`src/rtl/slot_config_pkg.sv`:
```
// Shared definitions for the slot configuration controller.
//   - Host register addresses (KEY / PTR / DATA / STATUS)
//   - Controller state encoding
//   - Default unlock key
//   - STATUS byte packing helper
package slot_config_pkg;

  localparam logic [1:0] REG_KEY    = 2'd0;
  localparam logic [1:0] REG_PTR    = 2'd1;
  localparam logic [1:0] REG_DATA   = 2'd2;
  localparam logic [1:0] REG_STATUS = 2'd3;

  localparam logic [7:0] UNLOCK_KEY_DEFAULT = 8'hA5;

  typedef enum logic [2:0] {
    INIT,
    IDLE,
    WR_WAIT,
    WR,
    RD_SETUP,
    RD_WAIT,
    RD_CAP
  } state_t;

  // STATUS register layout: {5'b0, write_waiting, unlocked, init_done}
  function automatic logic [7:0] status_byte(input logic waiting,
                                             input logic unlocked,
                                             input logic init_done);
    return {5'b0, waiting, unlocked, init_done};
  endfunction

endpackage

```
`src/rtl/slot_config_ctrl.sv`:
```
// slot_config_ctrl
//   Sole driver of the virtual slot controller's configuration port. After
//   reset it loads DEFAULT_CARDS into slots 0..7, then serves a small host
//   register bus for locked, auto-incrementing card table access. Table
//   writes wait for the Apple II bus to leave slot space (bounded by
//   QUIET_TIMEOUT) so a card id never changes during an access.
//
// Ports
//   clk_logic, system_reset_n : clock, asynchronous active-low reset
//   host_addr   [1:0] : 0 KEY, 1 PTR, 2 DATA, 3 STATUS
//   host_wr / host_rd : one-cycle request pulses
//   host_wdata  [7:0] : write data
//   host_rdata  [7:0] : read data, valid with host_ready
//   host_ready        : one-cycle completion pulse per accepted request
//   a2_slot_busy      : Apple II bus is decoding slot space
//   cfg_slot    [2:0] : slot index to slot controller
//   cfg_card    [7:0] : card id to write
//   cfg_wr            : one-cycle table write strobe
//   cfg_card_o  [7:0] : registered readback of slot cfg_slot
//   init_done         : boot table load complete
module slot_config_ctrl
  import slot_config_pkg::*;
#(
  parameter logic [63:0] DEFAULT_CARDS = 64'h05_00_00_02_00_00_03_00,
  parameter logic [7:0]  UNLOCK_KEY    = UNLOCK_KEY_DEFAULT,
  parameter int unsigned QUIET_TIMEOUT = 16
) (
  input  logic       clk_logic,
  input  logic       system_reset_n,
  input  logic [1:0] host_addr,
  input  logic       host_wr,
  input  logic       host_rd,
  input  logic [7:0] host_wdata,
  output logic [7:0] host_rdata,
  output logic       host_ready,
  input  logic       a2_slot_busy,
  output logic [2:0] cfg_slot,
  output logic [7:0] cfg_card,
  output logic       cfg_wr,
  input  logic [7:0] cfg_card_o,
  output logic       init_done
);

  localparam int CNT_W = $clog2(QUIET_TIMEOUT + 1);

  state_t           state_q,      state_d;
  logic [2:0]       ptr_q,        ptr_d;
  logic             unlocked_q,   unlocked_d;
  logic [7:0]       wdata_q,      wdata_d;
  logic [CNT_W-1:0] wait_cnt_q,   wait_cnt_d;
  logic [2:0]       init_slot_q,  init_slot_d;
  logic [2:0]       cfg_slot_q,   cfg_slot_d;
  logic [7:0]       cfg_card_q,   cfg_card_d;
  logic             cfg_wr_q,     cfg_wr_d;
  logic [7:0]       host_rdata_q, host_rdata_d;
  logic             host_ready_q, host_ready_d;
  logic             init_done_q,  init_done_d;

  logic req_wr;
  logic req_rd;
  logic wait_over;

  // Simultaneous read and write is malformed and is ignored outright.
  assign req_wr    = host_wr & ~host_rd;
  assign req_rd    = host_rd & ~host_wr;
  assign wait_over = ~a2_slot_busy || (wait_cnt_q == CNT_W'(QUIET_TIMEOUT - 1));

  always_comb begin
    // NOTE: every combinational output gets a default before the case so no
    // path leaves it unassigned, which would otherwise infer a latch.
    state_d      = state_q;
    ptr_d        = ptr_q;
    unlocked_d   = unlocked_q;
    wdata_d      = wdata_q;
    wait_cnt_d   = wait_cnt_q;
    init_slot_d  = init_slot_q;
    cfg_slot_d   = cfg_slot_q;
    cfg_card_d   = cfg_card_q;
    cfg_wr_d     = 1'b0;
    host_rdata_d = host_rdata_q;
    host_ready_d = 1'b0;
    init_done_d  = init_done_q;

    unique case (state_q)
      INIT: begin
        // Bus activity is deliberately ignored here: no card is live yet.
        cfg_wr_d    = 1'b1;
        cfg_slot_d  = init_slot_q;
        cfg_card_d  = DEFAULT_CARDS[{init_slot_q, 3'b000} +: 8];
        init_slot_d = init_slot_q + 3'd1;
        if (init_slot_q == 3'd7) begin
          state_d     = IDLE;
          init_done_d = 1'b1;
        end
      end

      IDLE: begin
        if (req_wr) begin
          host_ready_d = 1'b1;
          unique case (host_addr)
            REG_KEY:    unlocked_d = (host_wdata == UNLOCK_KEY);
            REG_PTR:    ptr_d      = host_wdata[2:0];
            REG_DATA: begin
              // Locked DATA writes complete silently; unlocked ones defer
              // their completion pulse to the actual table write.
              if (unlocked_q) begin
                host_ready_d = 1'b0;
                wdata_d      = host_wdata;
                wait_cnt_d   = '0;
                state_d      = WR_WAIT;
              end
            end
            REG_STATUS: ;
          endcase
        end else if (req_rd) begin
          host_ready_d = 1'b1;
          unique case (host_addr)
            REG_KEY:    host_rdata_d = {7'b0, unlocked_q};
            REG_PTR:    host_rdata_d = {5'b0, ptr_q};
            REG_DATA: begin
              host_ready_d = 1'b0;
              cfg_slot_d   = ptr_q;
              state_d      = RD_SETUP;
            end
            REG_STATUS: host_rdata_d = status_byte(1'b0, unlocked_q, init_done_q);
          endcase
        end
      end

      WR_WAIT: begin
        if (wait_over) begin
          state_d      = WR;
          cfg_wr_d     = 1'b1;
          cfg_slot_d   = ptr_q;
          cfg_card_d   = wdata_q;
          host_ready_d = 1'b1;
          ptr_d        = ptr_q + 3'd1;
        end else begin
          wait_cnt_d = wait_cnt_q + CNT_W'(1);
          // A STATUS read is the one request served while a write is pending,
          // so the host can observe the wait. It is only taken on a cycle that
          // does not also complete the write, keeping the two pulses distinct.
          if (req_rd && host_addr == REG_STATUS) begin
            host_rdata_d = status_byte(1'b1, unlocked_q, init_done_q);
            host_ready_d = 1'b1;
          end
        end
      end

      WR:       state_d = IDLE;

      RD_SETUP: state_d = RD_WAIT;

      RD_WAIT: begin
        // cfg_card_o has had a full cycle to reflect cfg_slot; the captured
        // value and the completion pulse appear during RD_CAP.
        state_d      = RD_CAP;
        host_rdata_d = cfg_card_o;
        host_ready_d = 1'b1;
        ptr_d        = ptr_q + 3'd1;
      end

      RD_CAP:   state_d = IDLE;

      default:  state_d = INIT;
    endcase
  end

  // NOTE: sequential state uses non-blocking assignments so every register
  // samples the pre-edge values regardless of statement order.
  always_ff @(posedge clk_logic or negedge system_reset_n) begin
    if (!system_reset_n) begin
      state_q      <= INIT;
      ptr_q        <= '0;
      unlocked_q   <= 1'b0;
      wdata_q      <= '0;
      wait_cnt_q   <= '0;
      init_slot_q  <= '0;
      cfg_slot_q   <= '0;
      cfg_card_q   <= '0;
      cfg_wr_q     <= 1'b0;
      host_rdata_q <= '0;
      host_ready_q <= 1'b0;
      init_done_q  <= 1'b0;
    end else begin
      state_q      <= state_d;
      ptr_q        <= ptr_d;
      unlocked_q   <= unlocked_d;
      wdata_q      <= wdata_d;
      wait_cnt_q   <= wait_cnt_d;
      init_slot_q  <= init_slot_d;
      cfg_slot_q   <= cfg_slot_d;
      cfg_card_q   <= cfg_card_d;
      cfg_wr_q     <= cfg_wr_d;
      host_rdata_q <= host_rdata_d;
      host_ready_q <= host_ready_d;
      init_done_q  <= init_done_d;
    end
  end

  assign cfg_slot   = cfg_slot_q;
  assign cfg_card   = cfg_card_q;
  assign cfg_wr     = cfg_wr_q;
  assign host_rdata = host_rdata_q;
  assign host_ready = host_ready_q;
  assign init_done  = init_done_q;

endmodule

```
`config.mk`:
```
export PLATFORM = sky130hd
export DESIGN_NAME = slot_config_ctrl
export DESIGN_NICKNAME = d
export VERILOG_FILES = /design/src/rtl/slot_config_pkg.sv /design/src/rtl/slot_config_ctrl.sv
export SDC_FILE = /design/constraint.sdc
export NUM_CORES = 1
export LEC_CHECK = 0
export ABC_AREA = 1
export CORE_ASPECT_RATIO = 0.8
export CORE_MARGIN = 5
export CORE_UTILIZATION = 51
export CTS_BUF_LIST = sky130_fd_sc_hd__clkbuf_4 sky130_fd_sc_hd__clkbuf_8
export CTS_CLUSTER_DIAMETER = 80
export CTS_CLUSTER_SIZE = 14
export DETAILED_ROUTE_END_ITERATION = 7
export GPL_TIMING_DRIVEN = 0
export PLACE_DENSITY_LB_ADDON = 0.25
export SKIP_CTS_REPAIR_TIMING = 1
export SYNTH_ARGS = -nofsm -noshare
export SYNTH_HDL_FRONTEND = slang
export SYNTH_SLANG_ARGS = --single-unit
```
`constraint.sdc`:
```
create_clock -name clk_logic -period 3.2 [get_ports clk_logic]
set_input_delay 0.48 -clock clk_logic [delete_from_list [all_inputs] [get_ports clk_logic]]
set_output_delay 0.48 -clock clk_logic [all_outputs]
set_load 0.05 [all_outputs]
```
# [After elaboration in Yosys (flattened, before gate mapping)]
# Index checks and enable logic that the tools add are counted.
[totals] regBits=45 output_inout_bits=22 elab_cells=104
[classes] add_sub_neg=3 eq_ne=25 shifts=1 mux=40 bitwise=5 reduce_logical=18
[op_table] op="$shiftx 64x7->8 const A" n=1
[op_table] op="$pmux 8 s3" n=2
[op_table] op="$mux 3" n=14
[op_table] op="$mux 8" n=5
[op_table] op="$mux 5" n=4
[op_table] op="$ne 2x2->1 const B" n=9
[op_table] op="$pmux 3 s3" n=2
[op_table] op="$pmux 3 s6" n=1
[op_table] op="$pmux 8 s2" n=1
[op_table] op="$reduce_and 5->1" n=3
[op_table] op="$eq 3x3->1 const B" n=4
[op_table] op="$pmux 5 s2" n=1
[op_table] op="$eq 8x8->1 const B" n=1
[op_table] op="$mux 1" n=8
[op_table] op="$reduce_and 4->1" n=2
[op_table] op="$add 3x1->3 const B" n=2
[op_table] op="$eq 3x2->1 const B" n=2
[op_table] op="$ne 3x3->1 const B" n=2
[op_table] op="$reduce_and 6->1" n=1
[op_table] op="$reduce_bool 3->1" n=2
[op_table] op="$add 5x1->5 const B" n=1
[op_table] op="$eq 5x4->1 const B" n=1
[op_table] op="$eq 2x2->1 const B" n=2
[op_table] op="$ne 4x2->1 const B" n=1
[op_table] op="15 further kinds" n=20

# [Logic depth before layout (Yosys ltp)]
# Gate-level depths: netlist of the first run.
[logic_depth] word_depth=6 ltp_mapped=12

# [Least setup slack after synthesis of the first run]
# Ideal clock, no wire load.
[synth_path] path_type="reg2reg" from="register wait_cnt_q[0]" to="register wait_cnt_q[0]" t_arrival_ps=1497 required_ps=3083 setup_slack_ps=1586 stages_incl_launch_ff=13 n_path_buf=0 cell_sequence="dfrtp_1 ha_1 nand2_1 nor2_1 ha_1 inv_1 nand2_1 nand3_1 nand2_1 nor2_4 nand2_2 nand2_1 nand2_1"
[synth_between] elab_chain_len=4 word_cells_on_any_way=7
[synth_lines] element="start: declaration" line_no="slot_config_ctrl.sv:50" text="logic [CNT_W-1:0] wait_cnt_q, wait_cnt_d;"
[synth_lines] element="start signal: assignment" line_no="slot_config_ctrl.sv:190" text="wait_cnt_q <= wait_cnt_d;"
[synth_lines] element="branches (longest 4 deep; another with $add 5x1->5)"
# Parallel ways; which one is timed is not known. The select of a mux whose other input is x is not followed.
# A chain may end at the register's enable or synchronous reset.

# [Final worst setup path of the first run]
[layout_path] from="register init_done_q, in the netlist init_done" to="output port init_done"
[layout_rtl] element="start: declaration" line_no="slot_config_ctrl.sv:57" text="logic init_done_q, init_done_d;"
[layout_rtl] element="start signal: assignment" line_no="slot_config_ctrl.sv:197" text="init_done_q <= init_done_d;"
[layout_rtl] element="end: declaration" line_no="slot_config_ctrl.sv:41" text="output logic init_done"
# No word-level cell between the ends.

==> flow_metrics.env, run 1 <==
export IMPL_status="finished clean"
export IMPL_num_rows=22
export IMPL_critical_path_arrival_ns=1.53
export IMPL_syn_inst=318
export IMPL_finalHoldViolations=0
export IMPL_p_per_area_nw_per_um2=939.4
export IMPL_path_cells="clkdlybuf4s50_1"
export IMPL_critPathLaunchType="flip-flop"
export IMPL_grt_pass1_wl_um=10050
export IMPL_synth_area_um2=2464
export IMPL_synth_edff_count=0
export IMPL_num_vias=2163
export IMPL_drive_gt1_frac=0.1213
export IMPL_wl_per_cell_um=12.93
export IMPL_cts_num_sinks=45
export IMPL_rsz0062_at_grt="false"
export IMPL_p_switching_mw=1.401
export IMPL_final_common_cell="nand2_1"
export IMPL_tns_ns=0
export IMPL_cap_violations=0
export IMPL_ys_async_sr_fraction=1.000
export IMPL_grt_pass1_vias=2153
export IMPL_antenna_found_initial=0
export IMPL_min_path_type="in -> async"
export IMPL_slew_violations=0
export IMPL_die_area_um2=6329
export IMPL_grt_usage=0.2050
export IMPL_p_sw_frac=0.4767
export IMPL_ios=45
export IMPL_clock_skew_ns=0.006348
export IMPL_nNetsFinal=402
export IMPL_pwr_share_clk=0.173
export IMPL_holdWs_ns=0.1043
export IMPL_die_w_um=87.71
export IMPL_synth_seq_cells=45
export IMPL_diodes=0
export IMPL_worst_setup_path_type="reg -> out"
export IMPL_cts_tree="yes"
export IMPL_gp_congestion=0.9081
export IMPL_yosys_warnings=0
export IMPL_area_delta_synth_final_pct=26.97
export IMPL_syn_nets=350
export IMPL_cts_root_buf="clkbuf_8"
export IMPL_routed_wl_um=5572
export IMPL_path_clk_slew_ns=0.08
export IMPL_min_period_ns=2.011
export IMPL_yosys_top_cells_area="dfrtp_1 (46%), nand2_1 (18%), nand3_1 (6.7%)"
export IMPL_cpPeakStageDelay_ns=0.83
export IMPL_ant_nets=0
export IMPL_drc_errors=0
export IMPL_post_dp_hpwl_um=4419
export IMPL_syn_avg_cell_area_um2=7.747
export IMPL_drtIter0Drc=146
export IMPL_power_frac_comb=0.531
export IMPL_clk_latency_ns=0.31
export IMPL_die_y_um=72.17
export IMPL_start_util=0.5327
export IMPL_synth_ff_type="dfrtp_1"
export IMPL_synth_top_area_frac=0.4571
export IMPL_leakagePower_nw=1.602
export IMPL_cp_required_ns=2.72
export IMPL_final_cell_mix="nand2_1 (118), dfrtp_1 (45), clkdlybuf4s50_1 (43)"
export IMPL_firstDrtPassIters=4
export IMPL_cts_inserted_buffers=5
export IMPL_tightest_slew_ns=0.5259
export IMPL_ir_drop_v=0.0005089
export IMPL_grt_ovfl_total=0
export IMPL_critPathMaxFanout=4
export IMPL_grt_max_degree=29
export IMPL_htree_levels=2
export IMPL_vias_per_cell=5.019
export IMPL_slew_headroom=0.6483
export IMPL_cp_top_family="buffers and inverters"
export IMPL_io_buffers=44
export IMPL_setup_viol=0
export IMPL_endpoint_kind="output port"
export IMPL_yosysUniqueCellTypes=26
export IMPL_finalCritPeriodShare=0.6286
export IMPL_power_share_sequential=0.296
export IMPL_fmax_mhz=497.2
export IMPL_cts_path_max_buffers=2
export IMPL_ys_seq_area_frac=0.4571
export IMPL_synth_largest_area_cell="dfrtp_1"
export IMPL_power_internal_mw=1.538
export IMPL_cp_buffers_inverters=1
export IMPL_core_um2=4624
export IMPL_slowest_stage="clkdlybuf4s50_1"
routing by layer:
metal	track usage	part of all wire	up-vias
met5	0	0	-
met4	0.06814	0.015	0
met3	0.05108	0.075	7
met2	0.2952	0.41	60
met1	0.3012	0.50	975
li1	-	-	1121
synthesized netlist by cell type, types with 3 or more instances:
cell type and count:
o21ai_1 8, or2_2 3, nand4_1 3, ha_1 9
nand3_1 33, nand2_1 118, inv_2 9, nor2_1 20
dfrtp_1 45, o22ai_1 3, inv_1 27, o21ai_2 7
buf_2 3, nand2_2 4, nor2_4 3, o21ai_0 8
area by class of cell:
type,instances,area (µm²)
multi-input cells,233,1176
repair buffers,45,455.4
clock inverters,3,65.06
plain buffers,4,26.28
well taps,60,75.07
inverters,36,135.1
flip-flops and latches,45,1126
fillers,403,1496
clock buffers,5,68.82
logic make-up after synthesis:
logic type                 share of synthesized area
buffers and inverters                        0.06551
DFF                                           0.4571
and+or+nand+nor                               0.3469
xor gates and xnor gates                    0.003556
AOI/OAI and AO/OA                            0.08126
adders and majority gates                    0.04571
sequential cells by signal, indices dropped and copies added, names as in the netlist:
| register | flops |
|---|---|
| cfg_card | 8 |
| cfg_slot | 3 |
| cfg_wr | 1 |
| host_rdata | 8 |
| host_ready | 1 |
| init_done | 1 |
| init_slot_q | 3 |
| ptr_q | 3 |
| state_q | 3 |
| unlocked_q | 1 |
| wait_cnt_q | 5 |
| wdata_q | 8 |
through the flow:
step	cell area (µm²)	util	cells	setup WS (ns)	power, mW
3_3_place_gp	2979	0.6442	422	0.3996	2.387
5_1_grt	3128	0.6764	431	1.060	3.188
6_report	3128	0.6764	431	1.189	2.939
4_1_cts	3128	0.6764	431	1.168	2.953
3_5_place_dp	2994	0.6475	423	1.005	2.434
2_1_floorplan	2464	-	318	1.586	1.985
final timing paths:
kind	to	cells past startpoint	slack (ns)	start
worst max-delay path	init_done	1	1.19	init_done$_DFFE_PN0P_
worst min-delay path	wdata_q[2]$_DFFE_PN0P_	1	0.10	system_reset_n
worst max register to register	wait_cnt_q[0]$_DFFE_PN0P_	12	1.29	wait_cnt_q[0]$_DFFE_PN0P_
worst min register to register	host_rdata[3]$_DFFE_PN0P_	2	0.48	host_rdata[3]$_DFFE_PN0P_
max in group asynchronous	cfg_slot[1]$_DFFE_PN0P_	2	2.61	system_reset_n
min in group clk_logic	host_rdata[3]$_DFFE_PN0P_	2	0.48	host_rdata[3]$_DFFE_PN0P_
power by group through the flow:
stage	Sequential [mW]	Combinational (mW)	Clock [mW]
after floorplan	1.15	0.836	0
after global placement	0.870	1.52	0
after detailed placement	0.879	1.55	0
after CTS	0.869	1.57	0.518
after global routing	0.893	1.75	0.548
final	0.870	1.56	0.508
(Power assumes the default switching activity.)
==> run 2, diff against run 1 <==
clock period = 1.9 ns   (was 3.2 ns; I/O delays follow)
==> run 2 against run 1 <==
Against the previous run:
- clock power grew 69%
- non-clock buffer count grew 5
- total power grew 74%
- clock skew grew 0.00082 ns
- largest power group unchanged
==> flow_metrics.env, run 2 (same netlist as run 1, synthesis figures left out) <==
export IMPL_status="finished clean"
export IMPL_cts_root_buf="clkbuf_8"
export IMPL_cp_required_ns=1.62
export IMPL_grt_usage=0.2050
export IMPL_cts_inserted_buffers=5
export IMPL_slowest_stage="clkdlybuf4s50_1"
export IMPL_leakagePower_nw=1.631
export IMPL_slew_headroom=0.6479
export IMPL_power_internal_mw=2.643
export IMPL_pwr_share_clk=0.168
export IMPL_critical_path_arrival_ns=1.53
export IMPL_die_w_um=87.71
export IMPL_finalCritPeriodShare=0.9570
export IMPL_fill_cells=387
export IMPL_p_per_area_nw_per_um2=1584
export IMPL_rr_startpoint="wait_cnt_q[0]$_DFFE_PN0P_"
export IMPL_firstDrtPassIters=4
export IMPL_vias_per_cell=5.096
export IMPL_setup_viol=0
export IMPL_ios=45
export IMPL_min_path_type="in -> async"
export IMPL_start_util=0.5327
export IMPL_num_vias=2222
export IMPL_drive_gt1_frac=0.1622
export IMPL_rsz0062_at_grt="false"
export IMPL_die_y_um=72.17
export IMPL_cp_buffers_inverters=1
export IMPL_wl_per_cell_um=13.39
export IMPL_final_common_cell="nand2_1"
export IMPL_power_share_sequential=0.288
export IMPL_grt_max_degree=29
export IMPL_critPathLaunchType="flip-flop"
export IMPL_htree_levels=2
export IMPL_routed_wl_um=5836
export IMPL_cpPeakStageDelay_ns=0.83
export IMPL_final_cell_mix="nand2_1 (116), dfrtp_1 (44), clkdlybuf4s50_1 (43)"
export IMPL_power_mw=5.112
export IMPL_p_switching_mw=2.469
export IMPL_holdWs_ns=0.4461
export IMPL_num_rows=22
export IMPL_path_cells="clkdlybuf4s50_1"
export IMPL_tightest_slew_ns=0.5265
export IMPL_core_um2=4624
export IMPL_grt_ovfl_total=0
export IMPL_r2r_cells=10
export IMPL_ant_nets=0
export IMPL_r2r_slack_ns=0.15
export IMPL_fmax_mhz=550.0
export IMPL_clock_skew_ns=0.007164
export IMPL_gp_congestion=0.9081
export IMPL_endpoint_kind="output port"
export IMPL_cts_num_sinks=45
export IMPL_power_frac_comb=0.544
export IMPL_cts_path_max_buffers=2
export IMPL_min_period_ns=1.818
export IMPL_slew_violations=0
export IMPL_drc_errors=0
export IMPL_final_core_util=0.6981
export IMPL_post_dp_hpwl_um=4419
export IMPL_clk_latency_ns=0.31
export IMPL_path_depth=1
export IMPL_cp_top_family="buffers and inverters"
export IMPL_antenna_found_initial=0
export IMPL_area_delta_synth_final_pct=31.03
export IMPL_grt_pass1_vias=2153
export IMPL_cts_tree="yes"
export IMPL_nNetsFinal=407
export IMPL_p_sw_frac=0.4829
export IMPL_drtIter0Drc=121
export IMPL_critPathMaxFanout=4
export IMPL_timing_rr_end="host_rdata[5]$_DFFE_PN0P_"
export IMPL_ir_drop_v=0.0009320
export IMPL_die_area_um2=6329
export IMPL_grt_pass1_wl_um=10050
export IMPL_io_buffers=44
export IMPL_diodes=0
export IMPL_worst_setup_path_type="reg -> out"
export IMPL_cap_violations=0
export IMPL_finalHoldViolations=0
export IMPL_path_clk_slew_ns=0.08
## run 2: area by class of cell
type	instances	area (µm²)	area share
Timing Repair Buffer	50	495.5	0.1535
Tap cell	60	75.07	0.02326
Multi-Input combinational cell	233	1235	0.3826
Inverter	36	135.1	0.04186
Clock buffer	5	68.82	0.02132
Clock inverter	3	65.06	0.02016
Sequential cell	45	1127	0.3492
Buffer	4	26.28	0.008140
## run 2: worst max-delay path by stage
stage	from	to	slack, ns
finish	init_done$_DFFE_PN0P_	init_done	0.08
global route	wait_cnt_q[0]$_DFFE_PN0P_	wait_cnt_q[3]$_DFFE_PN0P_	0.002
CTS	wait_cnt_q[0]$_DFFE_PN0P_	wait_cnt_q[0]$_DFFE_PN0P_	-0.03
detailed placement	host_rd	host_rdata[4]$_DFFE_PN0P_	-0.10
global placement	system_reset_n	wait_cnt_q[2]$_DFFE_PN0P_	-0.71
floorplan	wait_cnt_q[0]$_DFFE_PN0P_	wait_cnt_q[0]$_DFFE_PN0P_	0.29
## run 2: power by group through the flow
| stage | clock, mW | sequential, mW | combinational, mW |
|---|---|---|---|
| global route | 0.924 | 1.51 | 3.08 |
| global placement | 0 | 1.47 | 2.55 |
| detailed placement | 0 | 1.48 | 2.62 |
| finish | 0.860 | 1.47 | 2.78 |
| CTS | 0.873 | 1.46 | 2.64 |
| floorplan | 0 | 1.93 | 1.41 |
## run 2: stage by stage
stage	setup TNS (ns)	setup slack [ns]	cell area, µm²	std cells
floorplan	0	0.2862	2464	318
global placement	-32.17	-0.7054	2979	422
detailed placement	-0.9153	-0.1003	2994	423
CTS	-0.1217	-0.03031	3128	431
global route	0	0.001902	3228	436
finish	0	0.08175	3228	436
## run 2: metal layers
| metal | GRT usage | share of wire |
|---|---|---|
| met5 | 0 | 0 |
| met4 | 0.06814 | 0.016 |
| met3 | 0.05108 | 0.065 |
| met2 | 0.2952 | 0.43 |
| met1 | 0.3012 | 0.49 |
==> run 3, diff against run 2 <==
CELL_PAD_IN_SITES_DETAIL_PLACEMENT = 0   (was default)
CELL_PAD_IN_SITES_GLOBAL_PLACEMENT = 1   (was default)
CORE_UTILIZATION = 39   (was 51)
==> run 3 against run 2 <==
Against the previous run:
- worst hold slack improved by 0.031 ns
- count of clock-buffer cells in the layout unchanged
- critical path depth unchanged
- clock power about the same
- maximum frequency decreased by 1.1%
- cell area increased by 0.27%
- largest cell class unchanged
- largest power group unchanged
- highest routed layer unchanged
==> flow_metrics.env, run 3 (same netlist as run 1, synthesis figures left out) <==
export IMPL_cts_num_sinks=45
export IMPL_firstDrtPassIters=4
export IMPL_grt_max_degree=24
export IMPL_clk_latency_ns=0.30
export IMPL_leakagePower_nw=1.637
export IMPL_cap_violations=0
export IMPL_min_path_type="reg -> reg"
export IMPL_ios=45
export IMPL_cts_inserted_buffers=5
export IMPL_grt_usage=0.1599
export IMPL_num_rows=25
export IMPL_finalHoldViolations=0
export IMPL_area_delta_synth_final_pct=31.39
export IMPL_cp_required_ns=1.62
export IMPL_core_um2=6037
export IMPL_path_cells="clkdlybuf4s50_1"
export IMPL_critPathLaunchType="flip-flop"
export IMPL_cts_tree="yes"
export IMPL_ff_latch_area_um2=1126
export IMPL_htree_levels=2
export IMPL_final_common_cell="nand2_1"
export IMPL_multi_input_area_um2=1211
export IMPL_antenna_found_initial=0
export IMPL_slew_headroom=0.6430
export IMPL_ant_nets=0
export IMPL_setup_ws_ns=0.06237
export IMPL_slowest_stage="clkdlybuf4s50_1"
export IMPL_min_period_ns=1.838
export IMPL_drc_errors=0
export IMPL_gp_congestion=0.8499
export IMPL_cp_top_family="buffers and inverters"
export IMPL_die_area_um2=8017
export IMPL_wl_per_cell_um=12.86
export IMPL_cp_buffers_inverters=1
export IMPL_critical_path_arrival_ns=1.55
export IMPL_drtIter0Drc=119
export IMPL_tns_ns=0
export IMPL_grt_pass1_wl_um=10100
export IMPL_worst_setup_path_type="reg -> out"
export IMPL_finalCritPeriodShare=0.9672
export IMPL_path_clk_slew_ns=0.09
export IMPL_drive_gt1_frac=0.1485
export IMPL_endpoint_kind="output port"
export IMPL_routed_wl_um=5888
export IMPL_slew_violations=0
export IMPL_post_dp_hpwl_um=4514
export IMPL_die_y_um=81.09
export IMPL_ir_drop_v=0.0008990
export IMPL_fill_cells=594
export IMPL_final_cell_mix="nand2_1 (116), dfrtp_1 (45), clkdlybuf4s50_1 (43)"
export IMPL_num_vias=2143
export IMPL_die_w_um=98.86
export IMPL_vias_per_cell=4.679
export IMPL_start_util=0.4081
export IMPL_cts_root_buf="clkbuf_8"
export IMPL_final_core_util=0.5362
export IMPL_p_per_area_nw_per_um2=1557
export IMPL_diodes=0
export IMPL_status="finished clean"
export IMPL_tightest_slew_ns=0.5355
export IMPL_clock_skew_ns=0.009227
export IMPL_grt_pass1_vias=2031
export IMPL_cpPeakStageDelay_ns=0.84
export IMPL_io_buffers=44
export IMPL_fmax_mhz=544.2
export IMPL_cts_path_max_buffers=2
export IMPL_critPathMaxFanout=4
export IMPL_setup_viol=0
export IMPL_dpl_worst_slack_ns=-0.09460
export IMPL_nNetsFinal=408
export IMPL_grt_ovfl_total=0
[run 3: final timing paths]
path / startpoint / to / slack (ns) / depth (start not counted)
max: init_done$_DFFE_PN0P_ / init_done / 0.06 / 1
min: cfg_slot[0]$_DFFE_PN0P_ / cfg_slot[0]$_DFFE_PN0P_ / 0.48 / 2
max reg2reg: wait_cnt_q[0]$_DFFE_PN0P_ / wait_cnt_q[3]$_DFFE_PN0P_ / 0.08 / 12
min reg2reg: cfg_slot[0]$_DFFE_PN0P_ / cfg_slot[0]$_DFFE_PN0P_ / 0.48 / 2
max in group asynchronous: system_reset_n / host_rdata[2]$_DFFE_PN0P_ / 0.89 / 3
min in group asynchronous: system_reset_n / cfg_card[1]$_DFFE_PN0P_ / 0.49 / 2
[run 3: final cells by class]
class                   instances  area share
flip-flops and latches         45      0.3479
inverters                      36     0.04175
plain buffers                   4    0.008118
multi-input cells             233      0.3742
clock inverters                 3     0.02010
clock buffers                   5     0.02126
repair buffers                 51      0.1554
well taps                      81     0.03131
[run 3: through the flow]
stage | instances | area (µm²) | hold slack (ns) | total power [mW]
2_1_floorplan | 318 | 2464 | -0.01059 | 3.343
3_3_place_gp | 443 | 3005 | 0.4569 | 4.076
3_5_place_dp | 444 | 3020 | 0.2995 | 4.092
4_1_cts | 452 | 3154 | -0.03604 | 4.969
5_1_grt | 458 | 3237 | 0.4991 | 5.478
6_report | 458 | 3237 | 0.4768 | 5.040
[run 3: power by group]
part	switching (mW)	total [mW]	internal, mW	leakage (nW)
Clock	0.336	0.859	0.523	0.0681
Sequential	0.245	1.47	1.22	0.588
Combinational	1.81	2.71	0.904	0.981
Total	2.39	5.04	2.65	1.64
[run 3: tightest hold or removal path, cell delays in order, from the launching register on]
cell and delay, ns:
dfrtp_1 0.35, nand2_1 0.05, nand2_1 0.04
[run 3: metal layers]
layer / wire length [µm] / global-route usage
met5: 0 / 0
met4: 25 / 0.03411
met3: 259 / 0.04120
met2: 2429 / 0.2218
met1: 3174 / 0.2469
